==> config.mk <==
export PLATFORM = sky130hd
export DESIGN_NAME = ca_keystream_ctrl
export DESIGN_NICKNAME = d
export VERILOG_FILES = /design/src/rtl/ca_keystream_ctrl.sv
export SDC_FILE = /design/constraint.sdc
export NUM_CORES = 1
export LEC_CHECK = 0
export BUFFER_PORTS_ARGS = -buffer_cell sky130_fd_sc_hd__buf_2
export CAP_MARGIN = 20
export CORE_ASPECT_RATIO = 0.8
export CORE_MARGIN = 2
export CORE_UTILIZATION = 55
export CTS_CLUSTER_DIAMETER = 100
export CTS_CLUSTER_SIZE = 40
export DETAILED_ROUTE_END_ITERATION = 16
export PLACE_DENSITY = 0.8
export SLEW_MARGIN = 5
export SYNTH_ARGS = -nofsm -noshare
export SYNTH_HDL_FRONTEND = slang
export SYNTH_SLANG_ARGS = --single-unit
export TNS_END_PERCENT = 30
==> constraint.sdc <==
create_clock -name clk -period 2.9 [get_ports clk]
set_input_delay 0.58 -clock clk [delete_from_list [all_inputs] [get_ports clk]]
set_output_delay 0.58 -clock clk [all_outputs]
set_load 0.05 [all_outputs]
==> src/rtl/ca_keystream_ctrl.sv <==
// Keystream sequencer for an N-cell hybrid cellular automaton: seed load,
// warm-up steps, then one bit per CA step over a valid/ready handshake.
module ca_keystream_ctrl #(
  parameter int               N        = 16,
  parameter logic [3*N-1:0]   RULE_VEC = {N{3'd5}},
  parameter int               WARMUP   = 32,
  parameter bit               CYCLIC   = 1'b0,
  parameter int               LEN_W    = 16
) (
  input  logic             clk,
  input  logic             rst,
  input  logic             start,
  input  logic             abort,
  input  logic [N-1:0]     seed,
  input  logic [LEN_W-1:0] len,
  output logic             ks_bit,
  output logic             ks_valid,
  input  logic             ks_ready,
  output logic             busy,
  output logic             done,
  output logic [N-1:0]     ca_state
);

  localparam int WW = (WARMUP > 0) ? $clog2(WARMUP + 1) : 1;
  localparam logic [WW-1:0] WARM_LAST = (WARMUP > 0) ? WW'(WARMUP - 1) : '0;

  typedef enum logic [2:0] {
    S_IDLE,
    S_LOAD,
    S_WARMUP,
    S_RUN,
    S_DONE
  } state_e;

  state_e           state_q, state_d;
  logic [N-1:0]     ca_q, ca_d;
  logic [WW-1:0]    warm_q, warm_d;
  logic [LEN_W-1:0] rem_q, rem_d;

  logic [N+1:0]     ext;
  logic [N-1:0]     caNext;

  function automatic logic cellNext(input logic [2:0] rule,
                                    input logic a, input logic b, input logic c);
    case (rule)
      3'd1:    return a ^ b ^ c ^ (b & c);
      3'd2:    return a ^ b;
      3'd3:    return a ^ c;
      3'd4:    return a ^ (b & c);
      3'd5:    return a ^ b ^ c;
      3'd6:    return a ^ b ^ (b & c);
      3'd7:    return a ^ c ^ (b & c);
      default: return a;
    endcase
  endfunction

  // ext[i+1] is cell i; ext[0] and ext[N+1] are the boundary neighbours.
  assign ext = {(CYCLIC ? ca_q[0] : 1'b0), ca_q, (CYCLIC ? ca_q[N-1] : 1'b0)};

  always_comb begin
    caNext = ca_q;
    for (int i = 0; i < N; i++) begin
      caNext[i] = cellNext(RULE_VEC[3*i +: 3], ext[i+1], ext[i], ext[i+2]);
    end
  end

  always_comb begin
    state_d = state_q;
    ca_d    = ca_q;
    warm_d  = warm_q;
    rem_d   = rem_q;
    if (abort && (state_q != S_IDLE)) begin
      state_d = S_IDLE;
    end else begin
      case (state_q)
        S_IDLE: begin
          if (start && !abort) begin
            state_d = S_LOAD;
            ca_d    = seed;
            rem_d   = len;
            warm_d  = '0;
          end
        end
        S_LOAD: begin
          if (rem_q == '0)       state_d = S_DONE;
          else if (WARMUP == 0)  state_d = S_RUN;
          else                   state_d = S_WARMUP;
        end
        S_WARMUP: begin
          ca_d   = caNext;
          warm_d = warm_q + 1'b1;
          if (warm_q == WARM_LAST) state_d = S_RUN;
        end
        S_RUN: begin
          if (ks_ready) begin
            ca_d  = caNext;
            rem_d = rem_q - 1'b1;
            if (rem_q == LEN_W'(1)) state_d = S_DONE;
          end
        end
        S_DONE:  state_d = S_IDLE;
        default: state_d = S_IDLE;
      endcase
    end
  end

  always_ff @(posedge clk or posedge rst) begin
    if (rst) begin
      state_q <= S_IDLE;
      ca_q    <= '0;
      warm_q  <= '0;
      rem_q   <= '0;
    end else begin
      state_q <= state_d;
      ca_q    <= ca_d;
      warm_q  <= warm_d;
      rem_q   <= rem_d;
    end
  end

  // Valid is masked by abort so a concurrent ready never looks like a transfer.
  assign ks_valid = (state_q == S_RUN) && !abort;
  assign ks_bit   = ca_q[0];
  assign done     = (state_q == S_DONE);
  assign busy     = (state_q == S_LOAD) || (state_q == S_WARMUP) || (state_q == S_RUN);
  assign ca_state = ca_q;

endmodule

==> impl_metrics.tcl, run 1 <==
set metrics [dict create \
    regArea_um2 1026 \
    ios 57 \
    vdd_ir_drop_max_mv 0.6660 \
    layout.nets 401 \
    synth_edf_count 0 \
    cts_resized 0 \
    power.density_nw_per_um2 1161 \
    post-route-min-period_ns 2.290 \
    finalCritPeriodShare 0.7897 \
    start_util 0.5758 \
    reg2reg_to "rem_q[12]$_DFFE_PP0P_" \
    place_hpwl_mm 4.644 \
    cts.clk_slew.worst_paths_ns 0.08 \
    fillers 407 \
    power_mw 3.578 \
    ff2ff_path_depth 6 \
    fmax_mhz 436.6 \
    final_cell_mix "buf_2, dfrtp_1, nor2_1, o21ai_0" \
    max_stage_delay_ns 0.54 \
    antenna_found_initial 0 \
    antenna_left 0 \
    synthCells 312 \
    synth_compound_area_frac 0.2448 \
    hold_violations 0 \
    drtPass1Iterations 6 \
    cp_cell_sequence "inv_1, ha_1, or3b_2, nor3_1, and3b_1, o221ai_1" \
    die_y_um 66.23 \
    drc_errors 0 \
    crit_fanout 6 \
    core-area_um2 4624 \
    yosys.area_share.simple 0.2439 \
    cts_tree "yes" \
    hp-class "in2async" \
    fin_skew_ns 0.005373 \
    fin_setup_tns_ns 0 \
    netlist_area_um2 2663 \
    hold_ws_ns 0.3875 \
    synth-seq-area-share 0.3853 \
    diodes 0 \
    yosysTopAreaCellShare 0.3853 \
    worstPathArrival_ns 2.45 \
    finalMaxSlewViolations 0 \
    multi_input_area_um2 1520 \
    routed_wl_mm 6.614 \
    drive_above_1_share 0.2244 \
    status "complete, no violations" \
    ys_ff_latch 41 \
    die-area_um2 5417 \
    finalWeightedCongestion 0.8957 \
    cts_hold_buf 0 \
    synth_top_family_by_area "compound AO/OA/AOI/OAI gates" \
    synthAdderAreaFrac 0.01880 \
    worst_r2r_startpoint "rem_q[0]$_DFFE_PP0P_" \
    routedWlPerCell_um 15.71 \
    ys_async_sr_fraction 1.000 \
    rows 22 \
    grt_pass1_vias 2277 \
    ys_types 52 \
    synth.area.mux_share 0 \
    clockRootBuffer "clkbuf_8" \
    required_ns 3.06 \
    maxCapViolCount 0 \
    crit_type "reg2reg" \
    syn_nets 353 \
    vias 2607 \
    grt_max_degree 42 \
    clockBufferDepth 2 \
    grt_usage 0.2612 \
    cts_setup_buffers 0 \
    layout.cells.most_common "buf_2" \
    numCtsBuffers 5 \
    worst-r2r-setup-slack_ns 0.61 \
    syn_to_final_growth_pct 15.74 \
    io_buffers 56 \
    worstMarginPinSlew_ns 0.6827 \
    cts.sinks 41 \
    leakagePower_nw 1.284 \
    htreeDepth 2 \
    drt_iter0_drc 185 \
    startpoint_type "flop" \
    slowest_stage "or3b_2" \
    synthTopCellsByArea "dfrtp_1, a2bb2oi_1, nor2_1, o21ai_0, xor2_1" \
    yosysTopAreaCell "dfrtp_1" \
    viasPerCell 6.192 \
    critPathCaptureType "flop" \
    grt_first_pass_wirelength_mm 10.85 \
    synth_xor_area_frac 0.06250 \
    relSlewSlack 0.5414 \
    synth_area_per_cell_um2 8.534 \
    grt-ovfl-total 0 \
    synthFlopType "dfrtp_1" \
    die_w_um 81.79 \
    setup_viol 0 \
    grt_setup_unrepaired "no" \
    worstSkewPairLatency_ns 0.31 \
    ys.warnings.count 0 \
]
report_power, final:
group	leakage (nW)	internal [mW]	switching (mW)
Combinational	0.749	0.694	1.26
Clock	0.0542	0.215	0.206
Sequential	0.481	0.821	0.386
Total	1.28	1.73	1.85
cell type report:
| cell class | count | share of cell area |
|---|---|---|
| clock buffers | 7 | 0.03126 |
| clock inverters | 1 | 0.001624 |
| inverters | 7 | 0.008526 |
| multi-input cells | 242 | 0.4933 |
| flip-flops and latches | 41 | 0.3329 |
| well taps | 60 | 0.02436 |
| repair buffers | 63 | 0.1080 |
layer usage:
metal,vias up,share of wire,GRT usage
li1,1260,-,-
met3,10,0.080,0.05601
met5,-,0,0
met1,1228,0.47,0.3952
met4,0,0.013,0.09583
met2,109,0.44,0.3608
sequential cells by signal (all words and copies together), names as in the netlist:
signal	cells
ca_state	16
warm_q	6
rem_q	16
state_q	3
synthesized netlist by cell type (2+ instances only):
master / instances
dfrtp_1: 41
nor2_1: 38
o21ai_0: 25
a2bb2oi_1: 19
nand3_1: 19
nor3_1: 18
clkbuf_1: 16
nand2_1: 15
a21oi_1: 13
xor2_1: 11
o22ai_1: 8
xnor2_1: 8
inv_1: 7
a211oi_1: 5
buf_2: 5
a22oi_1: 4
ha_1: 4
nor4_1: 4
or3_1: 4
or4_1: 4
nand2b_1: 3
nand4_1: 3
a41o_1: 2
and3b_1: 2
nand3b_1: 2
o2bb2ai_1: 2
o311ai_0: 2
o41ai_1: 2
or2_2: 2
or4_4: 2
metrics by stage:
stage | utilization | setup WS, ns | instances | instance area (µm²)
after detailed placement | 0.6445 | 0.7108 | 413 | 2980
after global placement | 0.6445 | 0.8466 | 413 | 2980
after global routing | 0.6664 | 0.4923 | 421 | 3082
after CTS | 0.6664 | 0.6810 | 421 | 3082
after floorplan | - | 0.5979 | 312 | 2663
final | 0.6664 | 0.6098 | 421 | 3082
worst max-delay path, delay by kind of cell (launching register included):
kind / cells / cell delay (ns)
and+or+nand+nor: 3 / 1.21
DFF: 1 / 0.44
adders and majority gates: 1 / 0.22
buffers and inverters: 1 / 0.14
AOI/OAI and AO/OA: 1 / 0.14
cells by family after synthesis:
group	count (synthesis)
buffers and inverters	29
AOI/OAI and AO/OA	94
and+or+nand+nor	125
DFF	41
adders and majority gates	4
xor gates and xnor gates	19
how the worst max path moves through the flow:
stage	from	end
after detailed placement	rem_q[0]$_DFFE_PP0P_	rem_q[12]$_DFFE_PP0P_
final	rem_q[0]$_DFFE_PP0P_	rem_q[12]$_DFFE_PP0P_
after global placement	rem_q[0]$_DFFE_PP0P_	rem_q[12]$_DFFE_PP0P_
after CTS	rem_q[0]$_DFFE_PP0P_	rem_q[12]$_DFFE_PP0P_
after global routing	rem_q[0]$_DFFE_PP0P_	rem_q[12]$_DFFE_PP0P_
after floorplan	state_q[2]$_DFFE_PP0P_	ks_valid
Note: power is estimated with default switching activity, not from simulation.
==> run 2, diff against run 1 <==
ABC_AREA = 1   (was unset)
CORE_UTILIZATION = 56   (was 55)
PLACE_DENSITY = 0.81   (was 0.8)
clock period = 2.3 ns   (was 2.9 ns; I/O delays follow)
==> run 2 against run 1 <==
Effect of this change:
- clock power grew 15%
- clock skew rose by 0.0041 ns
- critical endpoint is now done
- critical path depth is 3 lower
- first-iteration DRC count grew 31%
- worst setup slack got worse by 0.27 ns
- largest cell class unchanged
- synthesized area grew 10%
- register-to-register slack worse by 0.13 ns
==> impl_metrics.tcl, run 2 <==
set metrics [dict create \
    status "complete, no violations" \
    required_ns 1.84 \
    clockRootBuffer "clkbuf_8" \
    cts.sinks 41 \
    crit_type "reg2out" \
    layout.cells.most_common "nand2_1" \
    synth-seq-area-share 0.3488 \
    synthTopCellsByArea "dfrtp_1, nand2_1, nor2_1, inv_1, nand3_1" \
    fmax_mhz 510.1 \
    maxCapViolCount 0 \
    worst_r2r_startpoint "state_q[2]$_DFFE_PP0P_" \
    ff2ff_path_depth 9 \
    layout.nets 550 \
    synth_top_family_by_area "simple AND/OR/NAND/NOR gates" \
    use_met2 0.3955 \
    synthCells 452 \
    die-area_um2 5852 \
    drc_errors 0 \
    yosysTopAreaCell "dfrtp_1" \
    synth_area_per_cell_um2 6.508 \
    drive_above_1_share 0.1631 \
    die_y_um 68.83 \
    finalCritPeriodShare 0.8523 \
    cts.clk_slew.worst_paths_ns 0.08 \
    antenna_left 0 \
    grt_busiest_layer "met2" \
    synth_edf_count 0 \
    worstSkewPairLatency_ns 0.30 \
    synth.area.mux_share 0 \
    final_cell_mix "nand2_1, nor2_1, buf_2, inv_1, dfrtp_1" \
    cts_tree "yes" \
    hold_violations 0 \
    start_util 0.5841 \
    cts_hold_buf 0 \
    critPathCaptureType "primary output" \
    drt_iter0_drc 242 \
    grt-ovfl-total 0 \
    setup_viol 0 \
    ys_types 30 \
    syn_nets 493 \
    worstPathArrival_ns 1.50 \
    synth_commonest_cells "nand2_1, nor2_1, inv_1" \
    hold_ws_ns 0.2830 \
    leakagePower_nw 1.787 \
    ios 57 \
    vdd_ir_drop_max_mv 0.9576 \
    syn_to_final_growth_pct 13.44 \
    fin_setup_tns_ns 0 \
    final_util 0.6626 \
    netlist_area_um2 2942 \
    startpoint_type "flop" \
    grt_setup_unrepaired "no" \
    synth_xor_area_frac 0.05359 \
    clockBufferDepth 2 \
    ys.warnings.count 0 \
    grt_max_degree 42 \
    power.density_nw_per_um2 1536 \
    place_hpwl_mm 5.050 \
    antenna_found_initial 0 \
    crit_fanout 7 \
    worstMarginPinSlew_ns 0.5167 \
    die_w_um 85.03 \
    post-route-min-period_ns 1.960 \
    grt_pass1_vias 2562 \
    startpoint "state_q[2]$_DFFE_PP0P_" \
    grt_first_pass_wirelength_mm 11.61 \
    finalMaxSlewViolations 0 \
    numCtsBuffers 5 \
    viasPerCell 5.065 \
    routedWlPerCell_um 11.73 \
    fillers 444 \
    finalWeightedCongestion 0.8937 \
    htreeDepth 2 \
    vias 2892 \
    core-area_um2 5036 \
    yosysMostFrequentCell "nand2_1" \
    synthFlopType "dfrtp_1" \
    ys_async_sr_fraction 1.000 \
    relSlewSlack 0.6555 \
    hp-class "in2async" \
    yosysTopAreaCellShare 0.3488 \
    cts_resized 0 \
    cts_setup_buffers 0 \
    drtPass1Iterations 5 \
    ys_ff_latch 41 \
    io_buffers 56 \
    diodes 0 \
    yosys.area_share.simple 0.4122 \
    rows 23 \
    use_met3 0.04643 \
    synth_compound_area_frac 0.07656 \
    fin_skew_ns 0.009440 \
    grtUsageMet1 0.3559 \
    grt_usage 0.2504 \
    routed_wl_mm 6.700 \
    synthAdderAreaFrac 0.01701 \
]
## run 2: cell types whose count changed in the layout (fill, tap and decap cells not counted), moves of 9 or more
cell       change
nand2_1      +155
a2bb2oi_1     -19
nor2_1        +28
nor3_1        -14
inv_1         +39
a21oi_1        -9
nand3_1       +11
## run 2: kinds of logic after synthesis
| group | Yosys count |
|---|---|
| AOI/OAI and AO/OA | 43 |
| xor gates and xnor gates | 18 |
| adders and majority gates | 4 |
| buffers and inverters | 60 |
| DFF | 41 |
| and+or+nand+nor | 286 |
## run 2: final cells by class
type | instances | area, µm² | area share
multi-input cells | 351 | 1645 | 0.4931
flip-flops and latches | 41 | 1026 | 0.3075
repair buffers | 61 | 317.8 | 0.09524
inverters | 49 | 183.9 | 0.05512
clock buffers | 7 | 86.33 | 0.02587
well taps | 62 | 77.57 | 0.02325
## run 2: final timing paths
kind,endpoint,slack (ns)
worst max-delay path,done,0.34
worst min register to register,warm_q[5]$_DFFE_PP0P_,0.49
worst min-delay path,ca_state[11]$_DFFE_PP0P_,0.28
max in group asynchronous,ca_state[15]$_DFFE_PP0P_,1.66
worst max register to register,rem_q[11]$_DFFE_PP0P_,0.48
min in group clk,rem_q[4]$_DFFE_PP0P_,0.45
## run 2: per-stage QoR
stage	instances	instance area [µm²]	total power [mW]	worst slack, ns
5_1_grt	571	3337	5.667	0.2578
2_1_floorplan	452	2942	4.024	0.2591
4_1_cts	571	3337	5.142	0.3199
3_3_place_gp	564	3251	4.539	0.5397
6_report	571	3337	5.125	0.3397
3_5_place_dp	564	3251	4.642	0.4943
## run 2: power by group
part	internal [mW]	leakage [nW]	switching, mW	total, mW
Sequential	1.05	0.514	0.406	1.46
Clock	0.238	0.0443	0.247	0.486
Combinational	0.972	1.23	2.21	3.18
## run 2: critical path, stage by stage (launching register included)
cell,delay [ns]
dfrtp_1,0.62
inv_1,0.13
nor3_1,0.17
buf_2,0.29
## run 2: per-layer routing
layer / part of all wire / up-vias
met3: 0.056 / 5
li1: - / 1515
met1: 0.50 / 1292
met5: 0 / -
met2: 0.43 / 80
met4: 0.0079 / 0
==> run 3, diff against run 2 <==
PLACE_DENSITY = 0.91   (was 0.81)
==> run 3 against run 2 <==
Effect of this change:
- critical path depth increased by 2
- clock power increased by 26%
- sequential cell count unchanged
- worst setup slack lost 0.055 ns
- core utilization up 0.45 points
- final cell count unchanged
- critical endpoint is now ks_valid
==> impl_metrics.tcl, run 3 (synthesized netlist as in run 2, its figures left out) <==
set metrics [dict create \
    antenna_left 0 \
    fillers 435 \
    multi_input_area_um2 1645 \
    clockRootBuffer "clkbuf_8" \
    cts_tree "yes" \
    setup_viol 0 \
    io_buffers 56 \
    drt-met1-wl_mm 3.229 \
    drt_iter0_drc 245 \
    status "complete, no violations" \
    final_cell_mix "nand2_1, nor2_1, buf_2, inv_1, dfrtp_1" \
    worst_slack_ns 0.2849 \
    grt_pass1_vias 2681 \
    fin_skew_ns 0.01074 \
    die_w_um 85.03 \
    leakagePower_nw 1.796 \
    drive_above_1_share 0.1631 \
    relSlewSlack 0.6504 \
    htreeDepth 2 \
    finalWeightedCongestion 0.9213 \
    highest_layer "met4" \
    start_util 0.5841 \
    drc_errors 0 \
    met2WireLength_mm 3.114 \
    ios 57 \
    cts.sinks 41 \
    core-area_um2 5036 \
    worstSkewPairLatency_ns 0.30 \
    required_ns 1.84 \
    drtPass1Iterations 5 \
    routed_wl_mm 7.031 \
    regArea_um2 1026 \
    cts_setup_buffers 0 \
    hp-class "in2async" \
    crit_fanout 15 \
    routedWlPerCell_um 12.31 \
    place_hpwl_mm 5.117 \
    numCtsBuffers 5 \
    finalMaxSlewViolations 0 \
    grt_usage 0.2479 \
    route.met3.wl_um 561 \
    cts_resized 0 \
    hold_ws_ns 0.2893 \
    vdd_ir_drop_max_mv 0.9224 \
    vias 3043 \
    fin_setup_tns_ns 0 \
    detailedPlace.worstSlack_ns 0.4753 \
    startpoint_type "flop" \
    grt-ovfl-total 0 \
    viasPerCell 5.329 \
    grt_max_degree 42 \
    clockBufferDepth 2 \
    die_y_um 68.83 \
    cts.clk_slew.worst_paths_ns 0.09 \
    diodes 0 \
    hold_violations 0 \
    worstPathArrival_ns 1.56 \
    antenna_found_initial 0 \
    grt_first_pass_wirelength_mm 11.53 \
    layout.cells.most_common "nand2_1" \
    fmax_mhz 496.3 \
    layout.nets 549 \
    finalCritPeriodShare 0.8761 \
    critPathCaptureType "primary output" \
    maxCapViolCount 0 \
    rows 23 \
    worstMarginPinSlew_ns 0.5245 \
    cts_hold_buf 0 \
    post-route-min-period_ns 2.015 \
    die-area_um2 5852 \
    syn_to_final_growth_pct 14.21 \
    power.density_nw_per_um2 1572 \
    crit_type "reg2out" \
    grt_setup_unrepaired "no" \
]
## run 3: critical path: stages (launching register included)
cell and delay [ns]:
dfrtp_1 0.47, nand2_2 0.14, nor2_8 0.21, nand2_2 0.09, inv_1 0.09, buf_2 0.26
## run 3: worst paths after layout
kind                            cells past startpoint  slack, ns                        to                    from
worst max-delay path                                5       0.28                  ks_valid  state_q[0]$_DFFE_PP0P_
worst min-delay path                                3       0.29  ca_state[12]$_DFFE_PP0P_                     rst
worst max register to register                      8       0.42      rem_q[3]$_DFFE_PP0P_  state_q[0]$_DFFE_PP0P_
worst min register to register                      2       0.50     warm_q[5]$_DFFE_PP0P_   warm_q[5]$_DFFE_PP0P_
max in group asynchronous                           3       1.65     warm_q[5]$_DFFE_PP0P_                     rst
min in group clk                                    5       0.46   ca_state[2]$_DFFE_PP0P_                 seed[2]
## run 3: metal layers
| metal | vias to the layer above | global-route usage |
|---|---|---|
| li1 | 1508 | - |
| met1 | 1388 | 0.3361 |
| met2 | 132 | 0.3975 |
| met3 | 15 | 0.04881 |
| met4 | 0 | 0.09722 |
| met5 | - | 0 |
## run 3: area by class of cell
cell class	count	share of cell area
multi-input cells	351	0.4898
inverters	49	0.05475
repair buffers	60	0.09237
clock buffers	7	0.02570
well taps	62	0.02309
clock inverters	1	0.008939
flip-flops and latches	41	0.3054
## run 3: through the flow
stage / utilization / area [µm²] / total power [mW] / instances
6_report: 0.6671 / 3359 / 5.282 / 571
5_1_grt: 0.6671 / 3359 / 5.737 / 571
4_1_cts: 0.6671 / 3359 / 5.252 / 571
3_5_place_dp: 0.6440 / 3243 / 4.623 / 563
3_3_place_gp: 0.6440 / 3243 / 4.506 / 563
2_1_floorplan: - / 2942 / 4.024 / 452
## run 3: power breakdown
group | internal, mW | switching [mW] | total [mW]
Combinational | 0.961 | 2.24 | 3.20
Clock | 0.354 | 0.256 | 0.610
Sequential | 1.05 | 0.417 | 1.47
Total | 2.37 | 2.91 | 5.28
